<file path="config.mk">
export PLATFORM = sky130hd
export DESIGN_NAME = glitch_seq_flat
export DESIGN_NICKNAME = d
export VERILOG_FILES = /design/src/rtl/glitch_seq_if.sv /design/src/rtl/glitch_seq.sv /design/src/flat_wrapper.sv
export SDC_FILE = /design/constraint.sdc
export NUM_CORES = 1
export LEC_CHECK = 0
export CORE_AREA = 2 2 98 100
export CTS_BUF_LIST = sky130_fd_sc_hd__clkbuf_16
export CTS_CLUSTER_DIAMETER = 60
export DETAILED_ROUTE_END_ITERATION = 10
export DIE_AREA = 0 0 100 102
export PLACE_DENSITY = 0.69
export SYNTH_ARGS = -nofsm -noshare
export SYNTH_HDL_FRONTEND = slang
export SYNTH_SLANG_ARGS = --single-unit
</file>
<file path="constraint.sdc">
create_clock -name clk_in -period 3 [get_ports clk_in]
set_clock_uncertainty 0.1 [all_clocks]
set_input_delay 0.45 -clock clk_in [delete_from_list [all_inputs] [get_ports clk_in]]
set_output_delay 0.45 -clock clk_in [all_outputs]
set_load 0.02 [all_outputs]
</file>
<file path="src/rtl/glitch_seq_if.sv">
// glitch_seq_if: command FIFO, control handshake and glitch-core outputs.
interface glitch_seq_if #(
  parameter int CMD_W  = 36,
  parameter int MODE_W = 8
);
  logic              start;
  logic              abort;
  logic [CMD_W-1:0]  fifo_in;
  logic              fifo_empty;
  logic              fifo_re;
  logic              ready;
  logic              rst_req;
  logic              glitch_en;
  logic [MODE_W-1:0] glitch_mode;
  logic              done;

  modport master (
    output start, abort, fifo_in, fifo_empty,
    input  fifo_re, ready, rst_req,
    input  glitch_en, glitch_mode, done
  );

  modport slave (
    input  start, abort, fifo_in, fifo_empty,
    output fifo_re, ready, rst_req,
    output glitch_en, glitch_mode, done
  );
endinterface

</file>
<file path="src/rtl/glitch_seq.sv">
// glitch_seq: drains a FIFO of {delay,width,repeat,mode} glitch commands.
// Define GLITCH_SEQ_TRIG_EN to hold each command's first pulse for trig_in.
module glitch_seq #(
  parameter int DELAY_W = 16,
  parameter int WIDTH_W = 8,
  parameter int REP_W   = 4,
  parameter int MODE_W  = 8,
  localparam int CMD_W  = DELAY_W + WIDTH_W + REP_W + MODE_W
) (
  input  logic clk_in,
  input  logic rst,
`ifdef GLITCH_SEQ_TRIG_EN
  input  logic trig_in,
`endif
  glitch_seq_if.slave bus
);

`ifdef GLITCH_SEQ_TRIG_EN
  typedef enum logic [2:0] {
    IDLE, FETCH, LOAD, DELAY, WIDTH, ARM
  } state_e;
`else
  typedef enum logic [2:0] {
    IDLE, FETCH, LOAD, DELAY, WIDTH
  } state_e;
`endif

  state_e state_q, state_d;

  logic fifo_re_q, fifo_re_d;
  logic rst_req_q, rst_req_d;
  logic en_q, en_d;
  logic done_q, done_d;
  logic [MODE_W-1:0] mode_q, mode_d;

  logic [DELAY_W-1:0] dly_q, dly_d;
  logic [WIDTH_W-1:0] wid_q, wid_d;
  logic [REP_W-1:0]   rep_q, rep_d;
  logic [DELAY_W-1:0] dcnt_q, dcnt_d;
  logic [WIDTH_W-1:0] wcnt_q, wcnt_d;
  logic [REP_W-1:0]   pcnt_q, pcnt_d;

  logic [DELAY_W-1:0] f_dly;
  logic [WIDTH_W-1:0] f_wid;
  logic [REP_W-1:0]   f_rep;
  logic [MODE_W-1:0]  f_mode;
  logic               go_next;

  assign {f_dly, f_wid, f_rep, f_mode} = bus.fifo_in;

`ifdef GLITCH_SEQ_TRIG_EN
  logic [2:0] trig_s_q;
  logic       trig_edge;

  // two-flop synchroniser plus one history flop for edge detect
  always_ff @(posedge clk_in) begin
    if (rst) trig_s_q <= '0;
    else     trig_s_q <= {trig_s_q[1:0], trig_in};
  end

  assign trig_edge = trig_s_q[1] & ~trig_s_q[2];
`endif

  always_comb begin
    state_d   = state_q;
    fifo_re_d = 1'b0;
    rst_req_d = 1'b0;
    done_d    = 1'b0;
    en_d      = en_q;
    mode_d    = mode_q;
    dly_d     = dly_q;
    wid_d     = wid_q;
    rep_d     = rep_q;
    dcnt_d    = dcnt_q;
    wcnt_d    = wcnt_q;
    pcnt_d    = pcnt_q;
    go_next   = 1'b0;

    if (bus.abort) begin
      state_d = IDLE;
      en_d    = 1'b0;
    end else begin
      unique case (state_q)
        IDLE: begin
          if (bus.start && !bus.fifo_empty) begin
            rst_req_d = 1'b1;
            fifo_re_d = 1'b1;
            state_d   = FETCH;
          end
        end
        FETCH: state_d = LOAD;
        LOAD: begin
          dly_d  = f_dly;
          wid_d  = f_wid;
          rep_d  = f_rep;
          mode_d = f_mode;
          dcnt_d = '0;
          wcnt_d = '0;
          pcnt_d = '0;
          if (f_wid == '0) begin
            go_next = 1'b1;
`ifdef GLITCH_SEQ_TRIG_EN
          end else begin
            state_d = ARM;
          end
`else
          end else if (f_dly == '0) begin
            en_d    = 1'b1;
            state_d = WIDTH;
          end else begin
            state_d = DELAY;
          end
`endif
        end
`ifdef GLITCH_SEQ_TRIG_EN
        ARM: begin
          if (trig_edge) begin
            if (dly_q == '0) begin
              en_d    = 1'b1;
              state_d = WIDTH;
            end else begin
              state_d = DELAY;
            end
          end
        end
`endif
        DELAY: begin
          dcnt_d = dcnt_q + DELAY_W'(1);
          if (dcnt_q == dly_q - DELAY_W'(1)) begin
            en_d    = 1'b1;
            state_d = WIDTH;
          end
        end
        WIDTH: begin
          wcnt_d = wcnt_q + WIDTH_W'(1);
          if (wcnt_q == wid_q - WIDTH_W'(1)) begin
            en_d   = 1'b0;
            dcnt_d = '0;
            wcnt_d = '0;
            if (pcnt_q < rep_q) begin
              pcnt_d = pcnt_q + REP_W'(1);
              // zero delay: pulses run back to back as one long pulse
              if (dly_q != '0) state_d = DELAY;
              else             en_d    = 1'b1;
            end else begin
              go_next = 1'b1;
            end
          end
        end
        default: state_d = IDLE;
      endcase

      if (go_next) begin
        if (!bus.fifo_empty) begin
          fifo_re_d = 1'b1;
          state_d   = FETCH;
        end else begin
          done_d  = 1'b1;
          state_d = IDLE;
        end
      end
    end
  end

  always_ff @(posedge clk_in) begin
    if (rst) begin
      state_q   <= IDLE;
      fifo_re_q <= 1'b0;
      rst_req_q <= 1'b0;
      en_q      <= 1'b0;
      done_q    <= 1'b0;
      mode_q    <= '0;
      dly_q     <= '0;
      wid_q     <= '0;
      rep_q     <= '0;
      dcnt_q    <= '0;
      wcnt_q    <= '0;
      pcnt_q    <= '0;
    end else begin
      state_q   <= state_d;
      fifo_re_q <= fifo_re_d;
      rst_req_q <= rst_req_d;
      en_q      <= en_d;
      done_q    <= done_d;
      mode_q    <= mode_d;
      dly_q     <= dly_d;
      wid_q     <= wid_d;
      rep_q     <= rep_d;
      dcnt_q    <= dcnt_d;
      wcnt_q    <= wcnt_d;
      pcnt_q    <= pcnt_d;
    end
  end

  assign bus.fifo_re     = fifo_re_q;
  assign bus.rst_req     = rst_req_q;
  assign bus.glitch_en   = en_q;
  assign bus.glitch_mode = mode_q;
  assign bus.done        = done_q;
  assign bus.ready       = (state_q == IDLE);

endmodule

</file>
<file path="src/flat_wrapper.sv">
// flat-port wrapper written by rule: the top's interface ports become plain ports
module glitch_seq_flat 
#(
  parameter int DELAY_W = 16,
  parameter int WIDTH_W = 8,
  parameter int REP_W   = 4,
  parameter int MODE_W  = 8,
  localparam int CMD_W  = DELAY_W + WIDTH_W + REP_W + MODE_W
)
  (clk_in, rst, bus_start, bus_abort, bus_fifo_in, bus_fifo_empty, bus_fifo_re, bus_ready, bus_rst_req, bus_glitch_en, bus_glitch_mode, bus_done);
  glitch_seq_if #(.CMD_W(((16) + (8) + (4) + (8))), .MODE_W(MODE_W)) bus_i ();
  input  logic clk_in;
  input  logic rst;
  input wire logic [$bits(bus_i.start)-1:0] bus_start;
  input wire logic [$bits(bus_i.abort)-1:0] bus_abort;
  input wire logic [$bits(bus_i.fifo_in)-1:0] bus_fifo_in;
  input wire logic [$bits(bus_i.fifo_empty)-1:0] bus_fifo_empty;
  output wire logic [$bits(bus_i.fifo_re)-1:0] bus_fifo_re;
  output wire logic [$bits(bus_i.ready)-1:0] bus_ready;
  output wire logic [$bits(bus_i.rst_req)-1:0] bus_rst_req;
  output wire logic [$bits(bus_i.glitch_en)-1:0] bus_glitch_en;
  output wire logic [$bits(bus_i.glitch_mode)-1:0] bus_glitch_mode;
  output wire logic [$bits(bus_i.done)-1:0] bus_done;
  assign bus_i.start = bus_start;
  assign bus_i.abort = bus_abort;
  assign bus_i.fifo_in = bus_fifo_in;
  assign bus_i.fifo_empty = bus_fifo_empty;
  assign bus_fifo_re = bus_i.fifo_re;
  assign bus_ready = bus_i.ready;
  assign bus_rst_req = bus_i.rst_req;
  assign bus_glitch_en = bus_i.glitch_en;
  assign bus_glitch_mode = bus_i.glitch_mode;
  assign bus_done = bus_i.done;
  glitch_seq #(.DELAY_W(DELAY_W), .WIDTH_W(WIDTH_W), .REP_W(REP_W), .MODE_W(MODE_W)) u_core (.clk_in(clk_in), .rst(rst), .bus(bus_i));
endmodule
</file>
Word-level counts from Yosys, hierarchy flattened
Cells that the tools add are included.
Storage, ports and cells
  flip-flop bits (word level): 71
  input bits: 41
  output and inout bits: 13
  word-level logic and storage cells: 87
Cells by class
  add/sub/neg operators: 5
  magnitude comparators: 1
  equality and inequality tests: 17
  multiplexer cells: 34
  bitwise logic cells: 2
  reductions and logical operators: 16
Operator list (count)
  one-hot mux 16 bit (3 select lines): 1
  2-to-1 mux 3 bit: 8
  adder 16 x 1 -> 16 bit (second input constant): 1
  equality test 16 bit: 1
  logical NOT 16 bit: 1
  2-to-1 mux 1 bit: 16
  2-to-1 mux 16 bit: 1
  one-hot mux 8 bit (2 select lines): 1
  nonzero test 16 bit: 1
  subtractor 16 x 1 -> 16 bit (second input constant): 1
  inequality test 3 x 1 -> 1 bit (second input constant): 5
  one-hot mux 3 bit (5 select lines): 1
  adder 8 x 1 -> 8 bit (second input constant): 1
  equality test 8 bit: 1
  logical NOT 8 bit: 1
  2-to-1 mux 4 bit: 2
  2-to-1 mux 8 bit: 1
  inequality test 2 x 1 -> 1 bit (second input constant): 4
  one-hot mux 4 bit (2 select lines): 1
  subtractor 8 x 1 -> 8 bit (second input constant): 1
  equality test 3 x 2 -> 1 bit (second input constant): 2
  AND reduction 6 bit: 1
  AND reduction 5 bit: 1
  adder 4 x 1 -> 4 bit (second input constant): 1
  18 further kinds: 20

Depth between registers and ports, before layout
  depth in word-level cells: 7
  gate-level depth with buffers: 13
  mapped depth without buffers: 9

Worst setup path after synthesis
Ideal clock, no wire load.
  kind: register to register
  from: register u_core.wid_q[0]
  to: register u_core.state_q[2]
  library setup time: 0.120 ns
  arrival: 2.525 ns
  data required time: 2.780 ns
  slack: 0.255 ns
  cell stages (with the launch flop): 12
  path buffers: 2
  clock period less this slack: 2.745 ns
  cell sequence: dfxtp_1 > clkbuf_1 > inv_1 > ha_1 > clkbuf_2 > o21bai_1 > a211oi_1 > o21bai_1 > a2111oi_4 > a21oi_2 > and4_1 > o31a_1
Between the ends
  cells in the longest elaborated chain, start to end: 7
  elaborated cells on any way between the ends: 13
  those cells by class: add/sub (1); eq/ne (7); mux (4); reduce/logical (1)
RTL lines
  start, declared: line glitch_seq.sv:37  | logic [WIDTH_W-1:0] wid_q, wid_d;
  start signal, assigned: line glitch_seq.sv:187  | wid_q <= wid_d;
  subtractor 8 x 1 -> 8 bit *: line glitch_seq.sv:136  | if (wcnt_q == wid_q - WIDTH_W'(1)) begin
  equality test 8 bit *: line glitch_seq.sv:136
  2-to-1 mux 1 bit: line glitch_seq.sv:136
  one-hot mux 1 bit (2 select lines): line glitch_seq.sv:83  | unique case (state_q)
  2-to-1 mux 1 bit: line glitch_seq.sv:79  | if (bus.abort) begin
  inequality test 3 x 1 -> 1 bit (no source line) / inequality test 3 bit (equally long branches)
  AND reduction 6 bit (no source line)
  end signal, assigned: line glitch_seq.sv:180  | state_q <= state_d;
  end, declared: line glitch_seq.sv:28  | state_e state_q, state_d;
Mark *: on every way between the ends. The rest lies on a longest branch, timed or not. The select of a mux whose other input is x is not followed.
A chain may end at the register's enable or synchronous reset.

Worst setup path in the final report
  from: register u_core.dly_q[0]
  to: register u_core.state_q[2]
Between the ends
  cells in the longest elaborated chain, start to end: 4
  elaborated cells on any way between the ends: 6
  those cells by class: add/sub (1); eq/ne (3); reduce/logical (2)
RTL lines
  start, declared: line glitch_seq.sv:36  | logic [DELAY_W-1:0] dly_q, dly_d;
  start signal, assigned: line glitch_seq.sv:186  | dly_q <= dly_d;
  subtractor 16 x 1 -> 16 bit: line glitch_seq.sv:129  | if (dcnt_q == dly_q - DELAY_W'(1)) begin
  equality test 16 bit: line glitch_seq.sv:129
  inequality test 3 x 1 -> 1 bit (no source line)
  AND reduction 6 bit (no source line) *
Mark *: on every way between the ends. The rest lies on a longest branch, timed or not.

==> flow_summary.toml <==
[worst_setup_path]
r2r_setup_slack_ns = 0.25
cp.required_ns = 3.13
worstSetupStartpoint = "u_core.dly_q[0]"
cp-start-kind = "flip-flop"
r2r-end = "u_core.state_q[2]"
crit_path_max_fanout = 6
path_class = "reg2reg"
reg2reg_depth = 8
r2r-start = "u_core.dly_q[0]"
cp_data_arrival_time_ns = 2.88
end_kind = "flip-flop"

[cells_and_area]
final_common_cell = "nand2_1"
areaGrowthSynthToFinish_pct = 24.3
nets = 615
fillers = 842
fin_cells = 682
drive_gt1_frac = 0.0736
n_antenna_cell = 0
mostFrequentLayoutCells = "nand2_1 (100), dfxtp_1 (71), a21oi_1 (62)"

[logic_synthesis]
synth_async_sr_flop_share = 0
synth_area_um2 = 4020
synth_nets = 563
synthCells = 514
syn_avg_cell_area_um2 = 7.83
synthFlopType = "dfxtp_1"
yosysWarnings = 0
ys_ff_latch = 71
ys_types = 59
synth_enable_flop_cells = 0
ys_seq_area_frac = 0.353

[floorplan]
num_rows = 35
die_h_um = 102
pin_count = 54
die_w_um = 100
dieArea_um2 = 10200
start_util = 0.442
fp.coreArea_um2 = 9110

[sta]
fin_crit_sh = 0.916
worstMarginPinSlew_ns = 0.624
max_freq_mhz = 364
period_needed_ns = 2.75
slew_headroom = 0.584
holdWs_ns = 0.272
setup_ws_ns = 0.251
finalSetupViolations = 0
rsz0062_at_grt = "false"
maxSlewViolCount = 0
tns_ns = 0
final-hold-violation-count = 0

[place]
dp_cells = 666
place_ws_ns = 0.278
gp_congestion = 0.963
numPortBuffers = 53
post-dp-hpwl_um = 7610

[run]
cap_violations = 0

[global_routing]
grt_util_all_layers = 0.211
antenna_found_initial = 0
overflow = 0
grt_pass1_wl_um = 17300
grt_pass1_vias = 3553
grt_max_degree = 45

[routing]
first_pass_iters = 5
via_per_inst = 5.70
drt_iter0_markers = 193
routedWlPerCell_um = 15.2
drc = 0
num_vias = 3885
antenna_left = 0
routed_wl_um = 10400

[power_and_ir_drop]
p_clk_frac = 0.514
ir_drop_uv = 313
comb_power_share = 0.054
pwr-share-seq = 0.432
power_leakage_uw = 0.00176
switchingPower_uw = 462
p_int_uw = 1730
p_per_area_nw_per_um2 = 439
netSwitchingFraction = 0.211

[clocking]
cts_tree = "yes"
cts_hold_buf = 0
cts_resized = 0
cts.reportedPaths.clkPinSlew_ns = 0.06
htree_levels = 3
clockBufferDepth = 2
clk_latency_ns = 0.34
cts_sinks = 71
post_cts_buffers = 0
root_buffer = "clkbuf_16"
numCtsBuffers = 9

[hold_path]
min_to = "u_core.bus.rst_req"
hold_path_depth = 2
worstHoldStart = "rst"
holdCritPathClass = "in2reg"

[run_status]
status = "finished, final reports clean"
## sequential cells by signal (all words and copies together), names as in the netlist
register,count
u_core.dcnt_q,16
u_core.dly_q,16
u_core.bus.glitch_mode,8
u_core.wcnt_q,8
u_core.wid_q,8
u_core.pcnt_q,4
u_core.rep_q,4
u_core.state_q,3
u_core.bus.done,1
u_core.bus.fifo_re,1
u_core.bus.glitch_en,1
u_core.bus.rst_req,1
## worst max path at each step
stage,slack (ns),cells past startpoint,to
6_report,0.25,8,u_core.state_q[2]
5_1_grt,0.10,10,u_core.dcnt_q[11]
4_1_cts,0.28,8,u_core.state_q[2]
3_5_place_dp,0.28,8,u_core.state_q[2]
3_3_place_gp,0.38,8,u_core.state_q[2]
2_1_floorplan,0.26,11,u_core.state_q[2]
## Yosys cell counts (3+ instances only)
cell type	n	area, µm²
a21oi_1	62	310
a41oi_1	4	35.0
and2_1	3	18.8
and3_1	9	56.3
and4_1	3	26.3
clkbuf_1	22	82.6
dfxtp_1	71	1420
ha_1	8	100
inv_1	8	30.0
mux2i_1	4	40.0
nand2_1	100	375
nand2b_1	12	75.1
nand3_1	10	50.1
nand4_1	11	68.8
nor2_1	25	93.8
nor2b_1	6	37.5
nor3_1	15	75.1
nor3b_1	3	22.5
nor4_1	8	50.1
o2111ai_1	3	26.3
o211ai_1	3	22.5
o21ai_0	15	75.1
o31a_1	3	26.3
o31ai_1	5	37.5
or3_1	15	93.8
or4_1	7	52.6
xnor2_1	17	149
xor2_1	21	184
## layout make-up
type	count	area, µm²	area share
flip-flops and latches	71	1420	0.284
clock inverters	7	87.6	0.0175
inverters	8	30.0	0.00600
multi-input cells	408	2460	0.492
clock buffers	9	225	0.0450
repair buffers	68	638	0.128
well taps	111	139	0.0278
## critical path: stages, from the launching register on
cell and delay, ns:
dfxtp_1 0.43, inv_1 0.07, ha_1 0.22, xor2_1 0.14, or4b_1 0.55, a2111oi_2 0.42
nand4_1 0.20, and4_1 0.23, o31a_1 0.28
## metrics by stage
stage | util | total power (µW) | area [µm²]
after floorplan | - | 1010 | 4020
after global placement | 0.515 | 1090 | 4690
after detailed placement | 0.515 | 1090 | 4690
after CTS | 0.549 | 2210 | 5000
after global routing | 0.549 | 2260 | 5000
final | 0.549 | 2200 | 5000
## kinds of logic after synthesis
| kind of cell | Yosys count | share of synthesized area |
|---|---|---|
| xor gates and xnor gates | 38 | 0.0827 |
| AOI/OAI and AO/OA | 117 | 0.186 |
| buffers and inverters | 35 | 0.0354 |
| muxes | 6 | 0.0155 |
| and+or+nand+nor | 239 | 0.302 |
| adders and majority gates | 8 | 0.0249 |
| DFF | 71 | 0.353 |
## power by group through the flow
stage | sequential, µW | combinational (µW) | clock [µW]
2_1_floorplan | 969 | 42.8 | 0
3_3_place_gp | 969 | 117 | 0
3_5_place_dp | 969 | 118 | 0
4_1_cts | 949 | 118 | 1150
5_1_grt | 949 | 127 | 1190
6_report | 949 | 119 | 1130
## metal layers
layer | wire length (µm) | track usage
met4 | 170 | 0.0738
met1 | 5140 | 0.309
met3 | 557 | 0.0363
met2 | 4500 | 0.314
met5 | 0 | 0
Power figures use the tool's default switching activity.
